--- src/rtl/ctrl_pipeline_if.sv ---
// -----------------------------------------------------------------------------
// ctrl_pipeline_if
// Bundles the signals between the ID-stage opcode decoder / datapath and the
// pipeline control block.
//   master : decoder/datapath side - drives the ID control word, the ID register
//            fields and the MEM-stage branch resolution; observes everything else.
//   slave  : ctrl_pipeline side - consumes the ID word, produces the hazard
//            controls, the per-stage control outputs, forwarding selects and the
//            stall/flush event counters.
// -----------------------------------------------------------------------------
interface ctrl_pipeline_if #(
    parameter int REG_W   = 5,
    parameter int ALUOP_W = 2,
    parameter int CNT_W   = 16
);
    // ID-stage control word and register fields
    logic               id_valid_i;
    logic               id_RegDst_i;
    logic               id_RegWrite_i;
    logic               id_ALUSrc_i;
    logic               id_Branch_i;
    logic               id_MemRead_i;
    logic               id_MemWrite_i;
    logic               id_MemtoReg_i;
    logic [ALUOP_W-1:0] id_ALUop_i;
    logic [REG_W-1:0]   id_rs_i;
    logic [REG_W-1:0]   id_rt_i;
    logic [REG_W-1:0]   id_rd_i;
    // Branch resolved taken in MEM
    logic               mem_br_taken_i;

    // Hazard controls
    logic               stall_o;
    logic               flush_o;
    // EX-stage controls
    logic               ex_RegDst_o;
    logic               ex_ALUSrc_o;
    logic [ALUOP_W-1:0] ex_ALUop_o;
    logic [REG_W-1:0]   ex_wreg_o;
    logic [1:0]         fwd_a_o;
    logic [1:0]         fwd_b_o;
    // MEM-stage controls
    logic               mem_Branch_o;
    logic               mem_MemRead_o;
    logic               mem_MemWrite_o;
    logic [REG_W-1:0]   mem_wreg_o;
    // WB-stage controls
    logic               wb_RegWrite_o;
    logic               wb_MemtoReg_o;
    logic [REG_W-1:0]   wb_wreg_o;
    // Event counters
    logic [CNT_W-1:0]   stall_cnt_o;
    logic [CNT_W-1:0]   flush_cnt_o;

    modport master (
        output id_valid_i, id_RegDst_i, id_RegWrite_i, id_ALUSrc_i, id_Branch_i,
               id_MemRead_i, id_MemWrite_i, id_MemtoReg_i, id_ALUop_i,
               id_rs_i, id_rt_i, id_rd_i, mem_br_taken_i,
        input  stall_o, flush_o, ex_RegDst_o, ex_ALUSrc_o, ex_ALUop_o, ex_wreg_o,
               fwd_a_o, fwd_b_o, mem_Branch_o, mem_MemRead_o, mem_MemWrite_o,
               mem_wreg_o, wb_RegWrite_o, wb_MemtoReg_o, wb_wreg_o,
               stall_cnt_o, flush_cnt_o
    );

    modport slave (
        input  id_valid_i, id_RegDst_i, id_RegWrite_i, id_ALUSrc_i, id_Branch_i,
               id_MemRead_i, id_MemWrite_i, id_MemtoReg_i, id_ALUop_i,
               id_rs_i, id_rt_i, id_rd_i, mem_br_taken_i,
        output stall_o, flush_o, ex_RegDst_o, ex_ALUSrc_o, ex_ALUop_o, ex_wreg_o,
               fwd_a_o, fwd_b_o, mem_Branch_o, mem_MemRead_o, mem_MemWrite_o,
               mem_wreg_o, wb_RegWrite_o, wb_MemtoReg_o, wb_wreg_o,
               stall_cnt_o, flush_cnt_o
    );
endinterface

--- src/rtl/ctrl_pipeline.sv ---
// -----------------------------------------------------------------------------
// ctrl_pipeline
// Carries the decoder's per-instruction control word through the ID/EX, EX/MEM
// and MEM/WB pipeline registers together with the destination register number.
// Detects load-use hazards (stall + EX bubble), squashes wrong-path work when a
// branch in MEM resolves taken (flush), and produces the EX-stage forwarding
// selects.
// Ports:
//   clk  : clock, all state updates on the rising edge
//   rst  : asynchronous, active-high reset
//   bus  : ctrl_pipeline_if.slave
//          in : id_* control word / register fields, mem_br_taken_i
//          out: stall_o, flush_o (combinational), ex_*/mem_*/wb_* stage
//               controls, fwd_a_o/fwd_b_o (00 regfile, 10 MEM, 01 WB),
//               stall_cnt_o/flush_cnt_o (saturating event counters)
// -----------------------------------------------------------------------------
module ctrl_pipeline #(
    parameter int REG_W   = 5,
    parameter int ALUOP_W = 2,
    parameter int CNT_W   = 16,
    parameter int LU_EN   = 1
) (
    input  logic             clk,
    input  logic             rst,
    ctrl_pipeline_if.slave   bus
);

    // ID/EX register: EX keeps rs/rt for the forwarding compare
    typedef struct packed {
        logic               valid;
        logic               reg_dst;
        logic               reg_write;
        logic               alu_src;
        logic               branch;
        logic               mem_read;
        logic               mem_write;
        logic               memto_reg;
        logic [ALUOP_W-1:0] alu_op;
        logic [REG_W-1:0]   rs;
        logic [REG_W-1:0]   rt;
        logic [REG_W-1:0]   wreg;
    } ex_t;

    // EX/MEM register
    typedef struct packed {
        logic               valid;
        logic               reg_write;
        logic               branch;
        logic               mem_read;
        logic               mem_write;
        logic               memto_reg;
        logic [REG_W-1:0]   wreg;
    } mem_t;

    // MEM/WB register
    typedef struct packed {
        logic               valid;
        logic               reg_write;
        logic               memto_reg;
        logic [REG_W-1:0]   wreg;
    } wb_t;

    localparam logic [REG_W-1:0] REG_ZERO = {REG_W{1'b0}};
    localparam logic [CNT_W-1:0] CNT_MAX  = {CNT_W{1'b1}};
    localparam logic [CNT_W-1:0] CNT_ONE  = CNT_W'(1'b1);
    localparam logic             LU_ON    = (LU_EN != 0);

    // Stage registers and their next-state values
    ex_t              ex_q,  ex_d;
    mem_t             mem_q, mem_d;
    wb_t              wb_q,  wb_d;
    logic [CNT_W-1:0] stall_cnt_q;
    logic [CNT_W-1:0] flush_cnt_q;

    // Decoded ID word as it would enter EX, plus hazard terms
    ex_t              id_ex_s;
    logic             uses_rt_s;
    logic             hazard_s;
    logic             stall_s;
    logic             flush_s;

    // EX/MEM image of an EX-stage entry (a bubble maps to a bubble)
    function automatic mem_t ex_to_mem(input ex_t e);
        mem_t m;
        m.valid     = e.valid;
        m.reg_write = e.reg_write;
        m.branch    = e.branch;
        m.mem_read  = e.mem_read;
        m.mem_write = e.mem_write;
        m.memto_reg = e.memto_reg;
        m.wreg      = e.wreg;
        return m;
    endfunction

    // MEM/WB image of a MEM-stage entry
    function automatic wb_t mem_to_wb(input mem_t m);
        wb_t w;
        w.valid     = m.valid;
        w.reg_write = m.reg_write;
        w.memto_reg = m.memto_reg;
        w.wreg      = m.wreg;
        return w;
    endfunction

    // Forward select for one EX source; MEM has priority, r0 is never forwarded
    function automatic logic [1:0] fwd_sel(input logic [REG_W-1:0] src,
                                           input mem_t m, input wb_t w);
        logic [1:0] sel;
        if (m.valid && m.reg_write && (m.wreg != REG_ZERO) && (m.wreg == src)) begin
            sel = 2'b10;
        end else if (w.valid && w.reg_write && (w.wreg != REG_ZERO) && (w.wreg == src)) begin
            sel = 2'b01;
        end else begin
            sel = 2'b00;
        end
        return sel;
    endfunction

    // Build the EX-stage entry for the instruction currently in ID
    always_comb begin
        id_ex_s = {$bits(ex_t){1'b0}};
        if (bus.id_valid_i) begin
            id_ex_s.valid     = 1'b1;
            id_ex_s.reg_dst   = bus.id_RegDst_i;
            id_ex_s.reg_write = bus.id_RegWrite_i;
            id_ex_s.alu_src   = bus.id_ALUSrc_i;
            id_ex_s.branch    = bus.id_Branch_i;
            id_ex_s.mem_read  = bus.id_MemRead_i;
            id_ex_s.mem_write = bus.id_MemWrite_i;
            id_ex_s.memto_reg = bus.id_MemtoReg_i;
            id_ex_s.alu_op    = bus.id_ALUop_i;
            id_ex_s.rs        = bus.id_rs_i;
            id_ex_s.rt        = bus.id_rt_i;
            id_ex_s.wreg      = bus.id_RegDst_i ? bus.id_rd_i : bus.id_rt_i;
        end else begin
            id_ex_s = {$bits(ex_t){1'b0}};
        end
    end

    // Load-use detection: a load in EX whose target is read by the ID instruction.
    // A taken branch squashes ID anyway, so the stall is suppressed under flush.
    always_comb begin
        uses_rt_s = ~bus.id_ALUSrc_i | bus.id_MemWrite_i;
        hazard_s  = ex_q.valid & ex_q.mem_read & (ex_q.wreg != REG_ZERO)
                  & ((ex_q.wreg == bus.id_rs_i) | (uses_rt_s & (ex_q.wreg == bus.id_rt_i)));
        flush_s   = bus.mem_br_taken_i;
        stall_s   = LU_ON & bus.id_valid_i & hazard_s & ~flush_s;
    end

    // Next-state selection with priority flush > stall > advance
    always_comb begin
        wb_d  = mem_to_wb(mem_q);
        mem_d = {$bits(mem_t){1'b0}};
        ex_d  = {$bits(ex_t){1'b0}};
        if (flush_s) begin
            mem_d = {$bits(mem_t){1'b0}};
            ex_d  = {$bits(ex_t){1'b0}};
        end else if (stall_s) begin
            mem_d = ex_to_mem(ex_q);
            ex_d  = {$bits(ex_t){1'b0}};
        end else begin
            mem_d = ex_to_mem(ex_q);
            ex_d  = id_ex_s;
        end
    end

    // Stage registers and saturating event counters
    always_ff @(posedge clk or posedge rst) begin
        if (rst) begin
            ex_q        <= {$bits(ex_t){1'b0}};
            mem_q       <= {$bits(mem_t){1'b0}};
            wb_q        <= {$bits(wb_t){1'b0}};
            stall_cnt_q <= {CNT_W{1'b0}};
            flush_cnt_q <= {CNT_W{1'b0}};
        end else begin
            ex_q  <= ex_d;
            mem_q <= mem_d;
            wb_q  <= wb_d;
            if (stall_s && (stall_cnt_q != CNT_MAX)) begin
                stall_cnt_q <= stall_cnt_q + CNT_ONE;
            end else begin
                stall_cnt_q <= stall_cnt_q;
            end
            if (flush_s && (flush_cnt_q != CNT_MAX)) begin
                flush_cnt_q <= flush_cnt_q + CNT_ONE;
            end else begin
                flush_cnt_q <= flush_cnt_q;
            end
        end
    end

    // Hazard controls act in the current cycle, so they stay combinational
    assign bus.stall_o        = stall_s;
    assign bus.flush_o        = flush_s;

    // Stage outputs come straight from the registers; a bubble is all zero
    assign bus.ex_RegDst_o    = ex_q.reg_dst;
    assign bus.ex_ALUSrc_o    = ex_q.alu_src;
    assign bus.ex_ALUop_o     = ex_q.alu_op;
    assign bus.ex_wreg_o      = ex_q.wreg;
    assign bus.fwd_a_o        = fwd_sel(ex_q.rs, mem_q, wb_q);
    assign bus.fwd_b_o        = fwd_sel(ex_q.rt, mem_q, wb_q);

    assign bus.mem_Branch_o   = mem_q.branch;
    assign bus.mem_MemRead_o  = mem_q.mem_read;
    assign bus.mem_MemWrite_o = mem_q.mem_write;
    assign bus.mem_wreg_o     = mem_q.wreg;

    assign bus.wb_RegWrite_o  = wb_q.reg_write;
    assign bus.wb_MemtoReg_o  = wb_q.memto_reg;
    assign bus.wb_wreg_o      = wb_q.wreg;

    assign bus.stall_cnt_o    = stall_cnt_q;
    assign bus.flush_cnt_o    = flush_cnt_q;

endmodule

--- src/flat_wrapper.sv ---
// flat-port wrapper written by rule: the top's interface ports become plain ports
module ctrl_pipeline_flat 
#(
    parameter int REG_W   = 5,
    parameter int ALUOP_W = 2,
    parameter int CNT_W   = 16,
    parameter int LU_EN   = 1
)
  (clk, rst, bus_id_valid_i, bus_id_RegDst_i, bus_id_RegWrite_i, bus_id_ALUSrc_i, bus_id_Branch_i, bus_id_MemRead_i, bus_id_MemWrite_i, bus_id_MemtoReg_i, bus_id_ALUop_i, bus_id_rs_i, bus_id_rt_i, bus_id_rd_i, bus_mem_br_taken_i, bus_stall_o, bus_flush_o, bus_ex_RegDst_o, bus_ex_ALUSrc_o, bus_ex_ALUop_o, bus_ex_wreg_o, bus_fwd_a_o, bus_fwd_b_o, bus_mem_Branch_o, bus_mem_MemRead_o, bus_mem_MemWrite_o, bus_mem_wreg_o, bus_wb_RegWrite_o, bus_wb_MemtoReg_o, bus_wb_wreg_o, bus_stall_cnt_o, bus_flush_cnt_o);
  ctrl_pipeline_if #(.REG_W(REG_W), .ALUOP_W(ALUOP_W), .CNT_W(CNT_W)) bus_i ();
  input  logic clk;
  input  logic rst;
  input wire logic [$bits(bus_i.id_valid_i)-1:0] bus_id_valid_i;
  input wire logic [$bits(bus_i.id_RegDst_i)-1:0] bus_id_RegDst_i;
  input wire logic [$bits(bus_i.id_RegWrite_i)-1:0] bus_id_RegWrite_i;
  input wire logic [$bits(bus_i.id_ALUSrc_i)-1:0] bus_id_ALUSrc_i;
  input wire logic [$bits(bus_i.id_Branch_i)-1:0] bus_id_Branch_i;
  input wire logic [$bits(bus_i.id_MemRead_i)-1:0] bus_id_MemRead_i;
  input wire logic [$bits(bus_i.id_MemWrite_i)-1:0] bus_id_MemWrite_i;
  input wire logic [$bits(bus_i.id_MemtoReg_i)-1:0] bus_id_MemtoReg_i;
  input wire logic [$bits(bus_i.id_ALUop_i)-1:0] bus_id_ALUop_i;
  input wire logic [$bits(bus_i.id_rs_i)-1:0] bus_id_rs_i;
  input wire logic [$bits(bus_i.id_rt_i)-1:0] bus_id_rt_i;
  input wire logic [$bits(bus_i.id_rd_i)-1:0] bus_id_rd_i;
  input wire logic [$bits(bus_i.mem_br_taken_i)-1:0] bus_mem_br_taken_i;
  output wire logic [$bits(bus_i.stall_o)-1:0] bus_stall_o;
  output wire logic [$bits(bus_i.flush_o)-1:0] bus_flush_o;
  output wire logic [$bits(bus_i.ex_RegDst_o)-1:0] bus_ex_RegDst_o;
  output wire logic [$bits(bus_i.ex_ALUSrc_o)-1:0] bus_ex_ALUSrc_o;
  output wire logic [$bits(bus_i.ex_ALUop_o)-1:0] bus_ex_ALUop_o;
  output wire logic [$bits(bus_i.ex_wreg_o)-1:0] bus_ex_wreg_o;
  output wire logic [$bits(bus_i.fwd_a_o)-1:0] bus_fwd_a_o;
  output wire logic [$bits(bus_i.fwd_b_o)-1:0] bus_fwd_b_o;
  output wire logic [$bits(bus_i.mem_Branch_o)-1:0] bus_mem_Branch_o;
  output wire logic [$bits(bus_i.mem_MemRead_o)-1:0] bus_mem_MemRead_o;
  output wire logic [$bits(bus_i.mem_MemWrite_o)-1:0] bus_mem_MemWrite_o;
  output wire logic [$bits(bus_i.mem_wreg_o)-1:0] bus_mem_wreg_o;
  output wire logic [$bits(bus_i.wb_RegWrite_o)-1:0] bus_wb_RegWrite_o;
  output wire logic [$bits(bus_i.wb_MemtoReg_o)-1:0] bus_wb_MemtoReg_o;
  output wire logic [$bits(bus_i.wb_wreg_o)-1:0] bus_wb_wreg_o;
  output wire logic [$bits(bus_i.stall_cnt_o)-1:0] bus_stall_cnt_o;
  output wire logic [$bits(bus_i.flush_cnt_o)-1:0] bus_flush_cnt_o;
  assign bus_i.id_valid_i = bus_id_valid_i;
  assign bus_i.id_RegDst_i = bus_id_RegDst_i;
  assign bus_i.id_RegWrite_i = bus_id_RegWrite_i;
  assign bus_i.id_ALUSrc_i = bus_id_ALUSrc_i;
  assign bus_i.id_Branch_i = bus_id_Branch_i;
  assign bus_i.id_MemRead_i = bus_id_MemRead_i;
  assign bus_i.id_MemWrite_i = bus_id_MemWrite_i;
  assign bus_i.id_MemtoReg_i = bus_id_MemtoReg_i;
  assign bus_i.id_ALUop_i = bus_id_ALUop_i;
  assign bus_i.id_rs_i = bus_id_rs_i;
  assign bus_i.id_rt_i = bus_id_rt_i;
  assign bus_i.id_rd_i = bus_id_rd_i;
  assign bus_i.mem_br_taken_i = bus_mem_br_taken_i;
  assign bus_stall_o = bus_i.stall_o;
  assign bus_flush_o = bus_i.flush_o;
  assign bus_ex_RegDst_o = bus_i.ex_RegDst_o;
  assign bus_ex_ALUSrc_o = bus_i.ex_ALUSrc_o;
  assign bus_ex_ALUop_o = bus_i.ex_ALUop_o;
  assign bus_ex_wreg_o = bus_i.ex_wreg_o;
  assign bus_fwd_a_o = bus_i.fwd_a_o;
  assign bus_fwd_b_o = bus_i.fwd_b_o;
  assign bus_mem_Branch_o = bus_i.mem_Branch_o;
  assign bus_mem_MemRead_o = bus_i.mem_MemRead_o;
  assign bus_mem_MemWrite_o = bus_i.mem_MemWrite_o;
  assign bus_mem_wreg_o = bus_i.mem_wreg_o;
  assign bus_wb_RegWrite_o = bus_i.wb_RegWrite_o;
  assign bus_wb_MemtoReg_o = bus_i.wb_MemtoReg_o;
  assign bus_wb_wreg_o = bus_i.wb_wreg_o;
  assign bus_stall_cnt_o = bus_i.stall_cnt_o;
  assign bus_flush_cnt_o = bus_i.flush_cnt_o;
  ctrl_pipeline #(.REG_W(REG_W), .ALUOP_W(ALUOP_W), .CNT_W(CNT_W), .LU_EN(LU_EN)) u_core (.clk(clk), .rst(rst), .bus(bus_i));
endmodule
--- config.mk ---
export PLATFORM = sky130hd
export DESIGN_NAME = ctrl_pipeline_flat
export DESIGN_NICKNAME = d
export VERILOG_FILES = /design/src/rtl/ctrl_pipeline_if.sv /design/src/rtl/ctrl_pipeline.sv /design/src/flat_wrapper.sv
export SDC_FILE = /design/constraint.sdc
export NUM_CORES = 1
export LEC_CHECK = 0
export BUFFER_PORTS_ARGS = -buffer_cell sky130_fd_sc_hd__buf_2
export CELL_PAD_IN_SITES_DETAIL_PLACEMENT = 0
export CELL_PAD_IN_SITES_GLOBAL_PLACEMENT = 1
export CORE_ASPECT_RATIO = 1.4
export CORE_MARGIN = 2
export CORE_UTILIZATION = 35
export CTS_BUF_LIST = sky130_fd_sc_hd__clkbuf_2
export DETAILED_ROUTE_END_ITERATION = 10
export GPL_ROUTABILITY_DRIVEN = 0
export GPL_TIMING_DRIVEN = 0
export PLACE_DENSITY = 0.71
export SLEW_MARGIN = 20
export SYNTH_ARGS = -nofsm -noshare
export SYNTH_HDL_FRONTEND = slang
export SYNTH_SLANG_ARGS = --single-unit
--- constraint.sdc ---
create_clock -name clk -period 3.1 [get_ports clk]
set_clock_uncertainty 0.2 [all_clocks]
set_input_delay 0.155 -clock clk [delete_from_list [all_inputs] [get_ports clk]]
set_output_delay 0.155 -clock clk [all_outputs]
set_load 0.1 [all_outputs]
Word level (Yosys, flattened, before mapping) --
Cells that the tools add are included.
Word-level totals: bits in registers 76, input port bits 28, output and inout port bits 62, logic and storage cells 67
Cells by class: add/sub/neg operators 2, equal/unequal tests 8, mux-type cells 9, bitwise logic cells 10, reductions and logical operators 13
Operator list (number):
- $mux W25 | 3
- $add A16 B1 Y16 const B | 2
- $ne A16 B16 Y1 const B | 2
- $eq A5 B5 Y1 | 6
- $reduce_bool A5 Y1 | 3
- $mux W11 | 1
- $logic_and A1 B1 Y1 | 10
- $and A1 B1 Y1 | 6
- $mux W5 | 1
- $mux W2 | 2
- $mux W1 | 2
- $not A1 Y1 | 2
- $or A1 B1 Y1 | 2

Longest topological paths before layout --
Gate-level depths: netlist of the first run.
depth in word-level cells 9, depth in mapped cells 6, gate-level depth less buffers 6

Worst setup path after synthesis of the first run --
No wires, ideal clock.
path kind reg-to-output, start register u_core.mem_q, in the netlist u_core.bus.mem_wreg_o[3], end output port bus_fwd_a_o[0], data arrival time 5639 ps, required time 2745 ps, setup slack -2894 ps, cell stages (with the launch flop) 5, buffers on the path 0, cell sequence dfrtp_1 > or4_1 > o211ai_1 > nor4_1 > nor4_1
On the way: word-level cells in the longest chain between the ends 4, elaborated cells between the ends (all ways) 5, those cells by class 1 x eq/ne; 1 x mux; 3 x reduce/logical
Ends and longest elaborated chain:
- from (decl) | line ctrl_pipeline.sv:70 | mem_t mem_q, mem_d;
- from (signal assigned) | line ctrl_pipeline.sv:171 | mem_q <= {$bits(mem_t){1'b0}};
- from (signal assigned) | line ctrl_pipeline.sv:177 | mem_q <= mem_d;
- $reduce_bool A5 Y1 | line ctrl_pipeline.sv:109 | if (m.valid && m.reg_write && (m.wreg != REG_ZERO) && (m.wreg == src)) begin
- $logic_and A1 B1 Y1 | line ctrl_pipeline.sv:109
- $logic_and A1 B1 Y1 (*) | line ctrl_pipeline.sv:109
- $mux W2 (*) | line ctrl_pipeline.sv:109
- to (decl) | line flat_wrapper.sv:32 | output wire logic [$bits(bus_i.fwd_a_o)-1:0] bus_fwd_a_o;
Mark *: on every way between the ends. The rest lies on a longest branch, timed or not.

Final worst setup path of the first run --
start register u_core.mem_q, in the netlist u_core.bus.mem_wreg_o[0], end output port bus_fwd_a_o[0]
The elaborated chain is that of the path after synthesis.

==> flow_summary.yaml, run 1 <==
floorplanning:
  dieHeight_um: 122
  core_area_mm2: 0.00985
  dieArea_mm2: 0.0108
  top_level_ports: 90
  die_x_um: 88.5
  initial_core_util: 0.356
  rows: 43
place:
  placed_cells: 519
  dp_hpwl_um: 5770
  dpl_cell_area_mm2: 0.00420
  portBuffers: 88
  post-place-ws_ps: 496
worst_setup_path:
  cp-start-kind: "register"
  critPathSlowestCell: "or4_1"
  critPathRequiredTime_ps: 2740
  arrival_ps: 2480
  r2r_end: "u_core.bus.ex_wreg_o[2]$_DFF_PP0_"
  critPathKind: "reg -> out"
  reg2reg_from: "u_core.bus.ex_wreg_o[0]$_DFF_PP0_"
  end_kind: "output pin"
  crit_chain: "or4_1 -> o211ai_1 -> buf_4 -> nor4_4 -> nor4_4 -> buf_6"
  crit_path_frequent_cell: "nor4_4"
  reg2reg_slack_ps: 500
  crit_fanout: 5
  slowest_delay_ps: 550
  reg2regPathDepth: 5
sta:
  fin_ws_ps: 267
  rsz0062_at_grt: "false"
  finalHoldViolCount: 0
  relSlewSlack: 0.642
  tightestPinTransition_ps: 538
  clock.fmax_ghz: 0.353
  tns_ps: 0
  holdWs_ps: 53.1
  slew_violations: 0
  post-route-period-util: 0.914
  finalCriticalPeriod_ps: 2830
  setup_violations: 0
yosys:
  yosysTopAreaCell: "dfrtp_1"
  synth_area_mm2: 0.00350
  synth.distinct_cells: 46
  synth-edff-count: 0
  ys_seq_area_frac: 0.543
  synth_area_leaders: "dfrtp_1 54%, xnor2_1 7.5%, xor2_1 7.0%, buf_4 4.1%, nand4_1 2.1%"
  yosys_warnings: 0
  syn-instance-count: 295
  synth_nets: 325
  synthFlopType: "dfrtp_1"
  synthArstFlopShare: 1.00
  synth_top_area_frac: 0.543
  yosys_register_bits: 76
  syn_avg_cell_area_um2: 11.9
drt:
  vias: 2555
  first_iter_violations: 98
  ant_nets: 0
  via_per_inst: 4.46
  drtPass1Iterations: 4
  wl_um: 7870
  wire_per_inst_um: 13.7
  drc_errors: 0
global_route:
  grt_max_degree: 54
  grt-ovfl-total: 0
  track_usage: 0.155
  antenna_found_initial: 1
  grt_first_pass_wirelength_um: 12600
  grt_pass1_vias: 2566
cells_and_area:
  fillers: 947
  final_cells: 573
  drive_above_1_share: 0.348
  nets: 462
  final_util: 0.477
  syn_to_final_growth_pct: 34.2
  final_area_mm2: 0.00470
pwr:
  p_per_area_mw_per_mm2: 512
  power_mw: 2.41
  leakagePower_nw: 2.41
  ir_drop_v: 0.000243
worst_hold_path:
  worstHoldStart: "bus_id_valid_i"
  min_to: "u_core.bus.ex_wreg_o[0]$_DFF_PP0_"
  min_path_cells: 4
  hp-class: "in -> reg"
clock_network:
  clock_path_buffers: 2
  clk_pin_slew_worst_paths_ps: 200
  cts_buffers: 9
  cts_root_buf: "clkbuf_2"
  htreeDepth: 3
  clk_latency_ps: 510
  clock_sinks: 76
  cts_tree: "yes"
outcome:
  status: "finished, final reports clean"
job:
  maxCapViolations: 0
==> critical path, delay by kind of cell, from the launching register on <==
family	cells	cell delay, ps
flops	1	480
compound gates	1	180
buf+inv	2	420
simple gates	3	880
==> layout by cell type, fill, tap and decap left out, types with 3 or more instances in the layout <==
cell / count
dlygate4sd3_1: 36
nor2b_1: 12
nor4_4: 4
nand2b_1: 3
and2_2: 9
xnor2_1: 30
nor3_1: 14
or4_1: 4
and2_1: 9
dfrtp_1: 75
nand3_1: 14
and3_1: 6
nand4_1: 12
clkbuf_1: 3
mux2i_1: 5
clkinv_2: 4
nand2_1: 8
buf_2: 85
xor2_1: 28
and4_1: 3
clkbuf_2: 9
buf_4: 22
==> logic make-up (layout without fill, tap and decap cells) <==
family,count (synthesis),in the layout,synth area share
AND/OR/NAND/NOR,111,111,0.196
other,0,1,0
flip-flops,76,76,0.543
buffers and inverters,27,169,0.0514
adder cells (fa/ha/maj),2,2,0.00714
XOR/XNOR,58,58,0.145
multiplexers,8,8,0.0250
AO/OA/AOI/OAI,13,13,0.0325
==> routing by layer <==
metal,vias up,GRT usage,part of all wire
met5,-,0,0
met4,0,0.0559,0.013
met3,7,0.0504,0.035
met2,49,0.261,0.53
met1,1226,0.183,0.42
li1,1273,-,-
==> cell type report <==
cell class              instances  area (µm²)  share of cell area
diodes                          1        2.50            0.000533
plain buffers                  24         169              0.0360
clock buffers                   9        45.0             0.00959
clock inverters                 7        66.3              0.0141
inverters                       3        13.8             0.00293
multi-input cells             192        1480               0.316
flip-flops and latches         76        1900               0.405
well taps                     135         169              0.0360
repair buffers                126         847               0.180
==> registers in the layout (all words and copies together) (netlist names) <==
| register | cells |
|---|---|
| u_core.bus.ex_ALUSrc_o | 1 |
| u_core.bus.ex_ALUop_o | 2 |
| u_core.bus.ex_RegDst_o | 1 |
| u_core.bus.ex_wreg_o | 5 |
| u_core.bus.flush_cnt_o | 16 |
| u_core.bus.mem_Branch_o | 1 |
| u_core.bus.mem_MemRead_o | 1 |
| u_core.bus.mem_MemWrite_o | 1 |
| u_core.bus.mem_wreg_o | 5 |
| u_core.bus.stall_cnt_o | 16 |
| u_core.bus.wb_MemtoReg_o | 1 |
| u_core.bus.wb_RegWrite_o | 1 |
| u_core.bus.wb_wreg_o | 5 |
| u_core.ex_q | 16 |
| u_core.mem_q | 3 |
| u_core.wb_q | 1 |
==> cells in the mapped netlist, drive strengths merged, types with 2 or more instances <==
cell    instances
ha              2
and3            6
mux2            3
and4            3
nand4          12
nor4b           2
nand2b          3
buf            21
nor2            4
nand2           8
inv             3
xnor2          30
dfrtp          76
mux2i           5
nor2b          12
o211ai          2
or4             5
a21boi          2
xor2           28
clkbuf          3
nor4            6
nor3           14
a21oi           2
o21ai           3
nand3          14
and2           18
==> how the worst max path moves through the flow <==
stage,slack [ps],startpoint,depth (start not counted),endpoint
CTS,-10,u_core.bus.mem_wreg_o[0]$_DFF_PP0_,5,bus_fwd_a_o[0]
global placement,-360,rst,2,u_core.bus.wb_RegWrite_o$_DFF_PP0_
global route,40,u_core.bus.mem_wreg_o[0]$_DFF_PP0_,6,bus_fwd_a_o[0]
finish,270,u_core.bus.mem_wreg_o[0]$_DFF_PP0_,6,bus_fwd_a_o[0]
detailed placement,500,u_core.bus.mem_wreg_o[0]$_DFF_PP0_,5,bus_fwd_a_o[0]
floorplan,20,u_core.bus.mem_wreg_o[0]$_DFF_PP0_,4,bus_fwd_a_o[0]
==> report_power, final <==
| part | switching [mW] | total (mW) | internal (mW) |
|---|---|---|---|
| clock | 0.354 | 0.537 | 0.183 |
| combinational | 0.558 | 0.739 | 0.181 |
| sequential | 0.0729 | 1.13 | 1.06 |
==> timing repair <==
item,in CTS,in global routing
gates resized for setup,3,2
hold endpoints to repair,115,0
hold buffers,36,0
endpoints found under the setup margin,3,3
buffers inserted,0,1
pin swaps,0,1
No activity file was read; power rests on OpenSTA's default activity.
==> run 2, diff against run 1 <==
==> constraint.sdc (replaced) <==
create_clock -name clk -period 3.1 [get_ports clk]
set_clock_uncertainty 0.2 [all_clocks]
set_input_delay 0.62 -clock clk [delete_from_list [all_inputs] [get_ports clk]]
set_output_delay 0.62 -clock clk [all_outputs]
set_load 0.1 [all_outputs]
==> run 2 against run 1 <==
The run now ends with negative setup slack left. Critical endpoint is now bus_fwd_b_o[0]. Highest routed layer unchanged. Total power is 1.9% lower. Core utilization is 2.3 points lower. Count of clock-buffer cells in the layout increased by 1. Maximum frequency down 9.3%. Clock power decreased by 3.9%. Sequential cell count unchanged. Setup slack worse by 290 ps. Final cell count is 4.4% lower. Worst hold slack better by 32 ps. Design area down 4.8%. Largest cell class unchanged.
==> flow_summary.yaml, run 2 (same netlist as run 1, synthesis figures left out) <==
outcome:
  status: "finished with violations"
  violations: "negative setup slack"
pwr:
  power_mw: 2.36
  p_int_mw: 1.40
  p_seq_frac: 0.478
  ir_drop_v: 0.000256
  p_per_area_mw_per_mm2: 528
  p_sw_uw: 963
  swShare: 0.408
  pwr-share-clk: 0.218
  pwr-share-comb: 0.303
  leakagePower_nw: 2.30
clock_network:
  clock_sinks: 76
  cts_root_buf: "clkbuf_2"
  cts_tree: "yes"
  clock_path_buffers: 2
  clk_latency_ps: 520
  cts_buffers: 9
  htreeDepth: 3
  clk_pin_slew_worst_paths_ps: 200
drt:
  first_iter_violations: 101
  drc_errors: 0
  ant_nets: 0
  wire_per_inst_um: 14.0
  drtPass1Iterations: 4
  vias: 2501
  wl_um: 7670
  via_per_inst: 4.56
sta:
  finalHoldViolCount: 0
  slew_violations: 0
  fin_ws_ps: -23.1
  tightestPinTransition_ps: 546
  post-route-period-util: 1.01
  finalCriticalPeriod_ps: 3120
  setup_violations: 1
  rsz0062_at_grt: "true"
  clock.fmax_ghz: 0.320
  relSlewSlack: 0.636
worst_hold_path:
  hp-class: "in -> reg"
floorplanning:
  rows: 43
  die_x_um: 88.5
  dieHeight_um: 122
  core_area_mm2: 0.00985
  top_level_ports: 90
  dieArea_mm2: 0.0108
  initial_core_util: 0.356
job:
  maxCapViolations: 0
worst_setup_path:
  end_kind: "output pin"
  critPathKind: "reg -> out"
  critPathRequiredTime_ps: 2280
  arrival_ps: 2300
  crit_fanout: 2
  cp-start-kind: "register"
cells_and_area:
  layout_common_cells: "83 x buf_2, 69 x dfrtp_1, 30 x xnor2_1, 30 x buf_4, 28 x xor2_1"
  final_area_mm2: 0.00447
  nets: 437
  final_common_cell: "buf_2"
  drive_above_1_share: 0.413
  fillers: 936
  multiInputGateArea_mm2: 0.00150
  syn_to_final_growth_pct: 27.8
  layout.area.seq_mm2: 0.00191
place:
  portBuffers: 88
  dp_hpwl_um: 5830
  dpl_cell_area_mm2: 0.00421
  post-place-ws_ps: -13.4
global_route:
  track_usage: 0.152
  grt_pass1_vias: 2506
  grt-ovfl-total: 0
  antenna_found_initial: 1
  grt_max_degree: 55
  grt_first_pass_wirelength_um: 12300
[run 2: cell types whose count changed in the layout (fill, tap and decap cells not counted), sizes merged]
cell,change
buf,+10
clkbuf,+1
clkinv,+1
clkinvlp,-1
dlygate4sd3,-35
inv,-1
[run 2: power groups by stage]
stage / clock (mW) / sequential (mW) / combinational [mW]
after floorplan: 0 / 1.49 / 0.232
after global placement: 0 / 1.15 / 0.700
after detailed placement: 0 / 1.15 / 0.710
after CTS: 0.544 / 1.13 / 0.721
after global routing: 0.587 / 1.14 / 0.755
final: 0.516 / 1.13 / 0.716
[run 2: path summary, 6_finish.rpt]
path                            slack, ps                                      to  depth (start not counted)                               from
worst max-delay path                  -20                          bus_fwd_b_o[0]                          5  u_core.bus.wb_wreg_o[3]$_DFF_PP0_
worst min-delay path                   90               u_core.ex_q[20]$_DFF_PP0_                          2                    bus_id_Branch_i
worst max register to register        960      u_core.bus.ex_ALUop_o[1]$_DFF_PP0_                          6  u_core.bus.ex_wreg_o[1]$_DFF_PP0_
worst min register to register        180      u_core.bus.wb_MemtoReg_o$_DFF_PP0_                          0          u_core.mem_q[5]$_DFF_PP0_
max in group asynchronous            1720       u_core.bus.ex_wreg_o[0]$_DFF_PP0_                          4                                rst
min in group asynchronous             360  u_core.bus.flush_cnt_o[14]$_DFFE_PP0P_                          3                                rst
[run 2: per-stage QoR]
step / TNS, ps / util / hold WS, ps / instances
after floorplan: -747 / - / 131 / 295
after global placement: -44800 / 0.424 / 137 / 518
after detailed placement: -13.4 / 0.427 / 144 / 519
after CTS: -216 / 0.453 / 23.3 / 546
after global routing: -406 / 0.454 / 11.5 / 548
final: -23.1 / 0.454 / 85.5 / 548
[run 2: area by class of cell]
| class | count | share of cell area |
|---|---|---|
| inverters | 3 | 0.00308 |
| well taps | 135 | 0.0378 |
| clock inverters | 6 | 0.0123 |
| plain buffers | 24 | 0.0378 |
| diodes | 1 | 0.000559 |
| clock buffers | 10 | 0.0112 |
| multi-input cells | 192 | 0.336 |
| repair buffers | 101 | 0.134 |
| flip-flops and latches | 76 | 0.427 |
[run 2: per-layer routing]
layer | share of wire | routed length [µm] | vias to the layer above | track usage
met4 | 0.019 | 145 | 0 | 0.0729
met5 | 0 | 0 | - | 0
met1 | 0.40 | 3080 | 1220 | 0.174
met3 | 0.035 | 269 | 12 | 0.0370
met2 | 0.54 | 4170 | 50 | 0.260
li1 | - | - | 1219 | -
[run 2: worst max-delay path, cell delays in order (launching register included)]
cell     delay (ps)
dfrtp_1         430
buf_6           120
xor2_1          130
or4_4           550
nor4_4          300
buf_6           260
[run 2: repair_timing]
action | in CTS | in global routing
hold buffers | 1 | 0
endpoints found under the hold margin | 22 | 0
gates resized for setup | 21 | 3
pin swaps | 4 | 3
buffers inserted | 10 | 1
setup endpoints to repair | 5 | 5
